### config.mk
export PLATFORM = sky130hd
export DESIGN_NAME = up5bit_counter_core
export DESIGN_NICKNAME = d
export VERILOG_FILES = /design/src/rtl/up5bit_counter_core.sv
export SDC_FILE = /design/constraint.sdc
export NUM_CORES = 1
export LEC_CHECK = 0
export CAP_MARGIN = 20
export CORE_AREA = 2 2 39 41
export CTS_CLUSTER_SIZE = 20
export DETAILED_ROUTE_END_ITERATION = 16
export DIE_AREA = 0 0 41 43
export PLACE_DENSITY = 0.61
export SYNTH_ARGS = -nofsm -noshare
export SYNTH_HDL_FRONTEND = slang
export SYNTH_SLANG_ARGS = --single-unit
### constraint.sdc
create_clock -name clk -period 2 [get_ports clk]
set_input_delay 0.5 -clock clk [delete_from_list [all_inputs] [get_ports clk]]
set_output_delay 0.5 -clock clk [all_outputs]
set_load 0.01 [all_outputs]
### src/rtl/up5bit_counter_core.sv
// Modulo-N up-counter with enable, synchronous clear, parallel load and terminal-count flag.
// The default configuration is a free-running 5-bit counter that wraps 31 -> 0.
module up5bit_counter_core #(
  parameter int WIDTH    = 5,
  parameter int MODULUS  = 32,
  parameter bit SATURATE = 1'b0
) (
  input  logic             clk,
  input  logic             reset,
  input  logic             en,
  input  logic             clr,
  input  logic             load,
  input  logic [WIDTH-1:0] load_val,
  output logic [WIDTH-1:0] out,
  output logic             tc
);

  localparam logic [WIDTH-1:0] LAST = WIDTH'(MODULUS - 1);
  localparam logic [WIDTH-1:0] ONE  = WIDTH'(1);

  logic [WIDTH-1:0] r_count;
  logic [WIDTH-1:0] w_next;
  logic             w_at_last;
  logic             w_load_ok;

  assign w_at_last = (r_count == LAST);
  // Out-of-range load values would leave the count outside 0..MODULUS-1, so they land on 0.
  assign w_load_ok = (load_val <= LAST);

  always_comb begin
    w_next = r_count;
    if (clr) begin
      w_next = '0;
    end else if (load) begin
      w_next = w_load_ok ? load_val : '0;
    end else if (en) begin
      if (!w_at_last) begin
        w_next = r_count + ONE;
      end else if (!SATURATE) begin
        w_next = '0;
      end
    end
  end

  always_ff @(posedge clk or negedge reset) begin
    if (!reset) begin
      r_count <= '0;
    end else begin
      r_count <= w_next;
    end
  end

  assign out = r_count;
  assign tc  = w_at_last;

endmodule

==> results.yml <==
finish:
  syn_to_final_growth_pct: 59.4
  post-route-util_pct: 40.8
  drive_gt1_share_pct: 24.1
  final_nets: 67
  num_antenna_cells: 0
  largest_register_ff_count: 5
  postLayoutCellArea_um2: 564
  post_layout_nonfiller_instances: 70
floorplanning:
  die_w_um: 41
  core_um2: 1380
  initial_core_util_pct: 25.6
  io_pins: 16
  design.die.area_um2: 1760
  die_height_um: 43
  rows: 14
critical_path:
  critical_path_class: "flip-flop to output port"
  critPathTopFamily: "flip-flops"
  crit_arrival_ns: 1.41
  worstPathMaxFanout: 3
  critPathBufInv: 1
  max_stage_delay_ns: 0.38
  cp-start-kind: "flip-flop"
  critical_path.cell_chain: "ha_2 -> and3_1 -> ha_1 -> clkdlybuf4s15_1"
  endpoint_kind: "output port"
  crit_slowest_cell: "dfrtp_1"
  crit_required_ns: 1.50
timing:
  max_freq_mhz: 523
  rsz0062_at_grt: "no"
  setup_tns_ns: 0
  slew_violations: 0
  layout_min_cycle_time_ns: 1.91
  finalSetupViolations: 0
  hold_viol: 0
  relSlewSlack_pct: 74.4
  timing.final.crit_share_pct: 95.6
  finalClockSkew_ns: 0.00212
  tightest_slew_ns: 0.382
clocking:
  clkSlewWorstSetupHoldPaths_ns: 0.04
  clock_path_buffers: 2
  clockRootBuffer: "clkbuf_4"
  tritoncts: "done"
  cts_buffers: 3
  clock_latency_ns: 0.24
  cts_sinks: 5
  cts-htree-levels: 1
synth:
  synth_fp_nets: 45
  syn_area_per_cell_um2: 10.7
  synth.distinct_cells: 21
  yosys_warnings: 0
  yosysSeqAreaShare_pct: 35.3
  syn_inst: 33
  ys_seq_elements: 5
  syn-cell-area_um2: 354
pwr:
  p_total_mw: 0.309
  p_leak_nw: 0.258
  clock_power_share_pct: 37.1
  swShare_pct: 24.7
  peakVddDrop_mv: 0.215
  comb_power_share_pct: 25.5
  p_switching_mw: 0.0763
  intPower_mw: 0.233
  power_density_nw_per_um2: 548
  sequentialPowerShare_pct: 37.3
global_route:
  track_usage_pct: 11.4
  antenna_found_initial: 0
  grt_pass1_wl_um: 1300
  grt_pass1_vias: 315
  grt_overflow: 0
  grt_start_max_net_pins: 10
detailed_routing:
  drc: 0
  drtIter0Drc: 4
  wl_per_cell_um: 11.5
  ant_nets: 0
  drtPass1Iterations: 2
  via_count: 333
  via_per_inst: 4.76
  drt-total-wl_um: 803
place:
  finalWeightedCongestion: 0.712
  placed_cell_area_um2: 528
  dp.cells: 65
  place.port_buffers: 15
  post-dp-hpwl_um: 643
hold_path:
  hold_class: "input port to async pin"
flow_run:
  maxCapViolCount: 0
run_status:
  status: "finished, final reports clean"
-- per-layer routing --
layer	part of all wire (%)	up-vias	wire [um]	global-route usage [%]
li1	-	167	-	-
met1	45	155	359	14.4
met2	50	11	402	15.0
met3	5.1	0	41	3.14
met4	0	0	0	10.0
met5	0	-	0	0
-- stage by stage --
step                      hold slack (ns)  setup WS, ns
after floorplan                     0.204         0.329
after global placement              0.613        0.0904
after detailed placement            0.651        0.0467
after CTS                           0.484       0.00713
after global routing                0.499        0.0285
final                               0.479        0.0889
-- power by group through the flow --
stage | combinational (mW) | sequential, mW | clock (mW)
2_1_floorplan | 0.0299 | 0.121 | 0
3_3_place_gp | 0.0752 | 0.118 | 0
3_5_place_dp | 0.0764 | 0.118 | 0
4_1_cts | 0.0800 | 0.115 | 0.118
5_1_grt | 0.0881 | 0.116 | 0.120
6_report | 0.0790 | 0.115 | 0.115
-- worst paths after layout --
check	depth (start not counted)	from	to	slack [ns]
setup / recovery	4	out[0]$_DFFE_PN0P_	tc	0.09
hold / removal	1	reset	out[1]$_DFFE_PN0P_	0.48
setup reg to reg	7	out[0]$_DFFE_PN0P_	out[2]$_DFFE_PN0P_	0.31
hold reg to reg	2	out[2]$_DFFE_PN0P_	out[2]$_DFFE_PN0P_	0.68
max in group asynchronous	1	reset	out[2]$_DFFE_PN0P_	1.33
min in group clk	2	out[2]$_DFFE_PN0P_	out[2]$_DFFE_PN0P_	0.68
-- area by class of cell --
class	instances	area (um^2)
well taps	16	20.0
clock buffers	4	26.3
repair buffers	18	173
multi-input cells	25	213
flip-flops and latches	5	125
inverters	2	7.51
fillers	144	820
-- cell usage in the layout (no fill, tap or decap) --
cell type	instances
a211oi_1	2
a211oi_2	1
a21oi_1	1
a221oi_2	1
and2b_2	2
and3_1	1
and3b_1	1
and4bb_1	1
buf_4	3
clkbuf_1	1
clkbuf_4	3
clkdlybuf4s15_1	1
clkdlybuf4s50_1	14
dfrtp_1	5
ha_1	1
ha_2	1
inv_1	2
mux2_2	1
mux2i_1	2
nand3_1	1
nor2_1	1
nor2b_1	2
nor3_1	3
nor3b_1	1
nor3b_2	1
o21ai_0	1
-- cells in the mapped netlist, drive strengths merged --
library cell	number	area, um^2
dfrtp	5	125
a211oi	3	27.5
nor3	3	15.0
and2b	2	17.5
ha	2	25.0
inv	2	7.51
mux2i	2	20.0
nor2b	2	12.5
nor3b	2	20.0
a21oi	1	5.00
a221oi	1	15.0
and3	1	6.26
and3b	1	8.76
and4bb	1	12.5
buf	1	11.3
mux2	1	11.3
nand3	1	5.00
nor2	1	3.75
o21ai	1	5.00
-- logic make-up after synthesis --
| group | after synthesis | synth area share [%] |
|---|---|---|
| multiplexers | 3 | 8.83 |
| flip-flops | 5 | 35.3 |
| AO/OA/AOI/OAI | 6 | 14.8 |
| AND/OR/NAND/NOR | 14 | 28.6 |
| buffers and inverters | 3 | 5.30 |
| adder cells (fa/ha/maj) | 2 | 7.07 |
-- repair_timing --
item	in CTS	in global routing
setup endpoints to repair	1	1
hold buffers	0	0
gates resized for setup	1	2
setup buffers	1	0
Note: power is estimated with default switching activity, not from simulation.
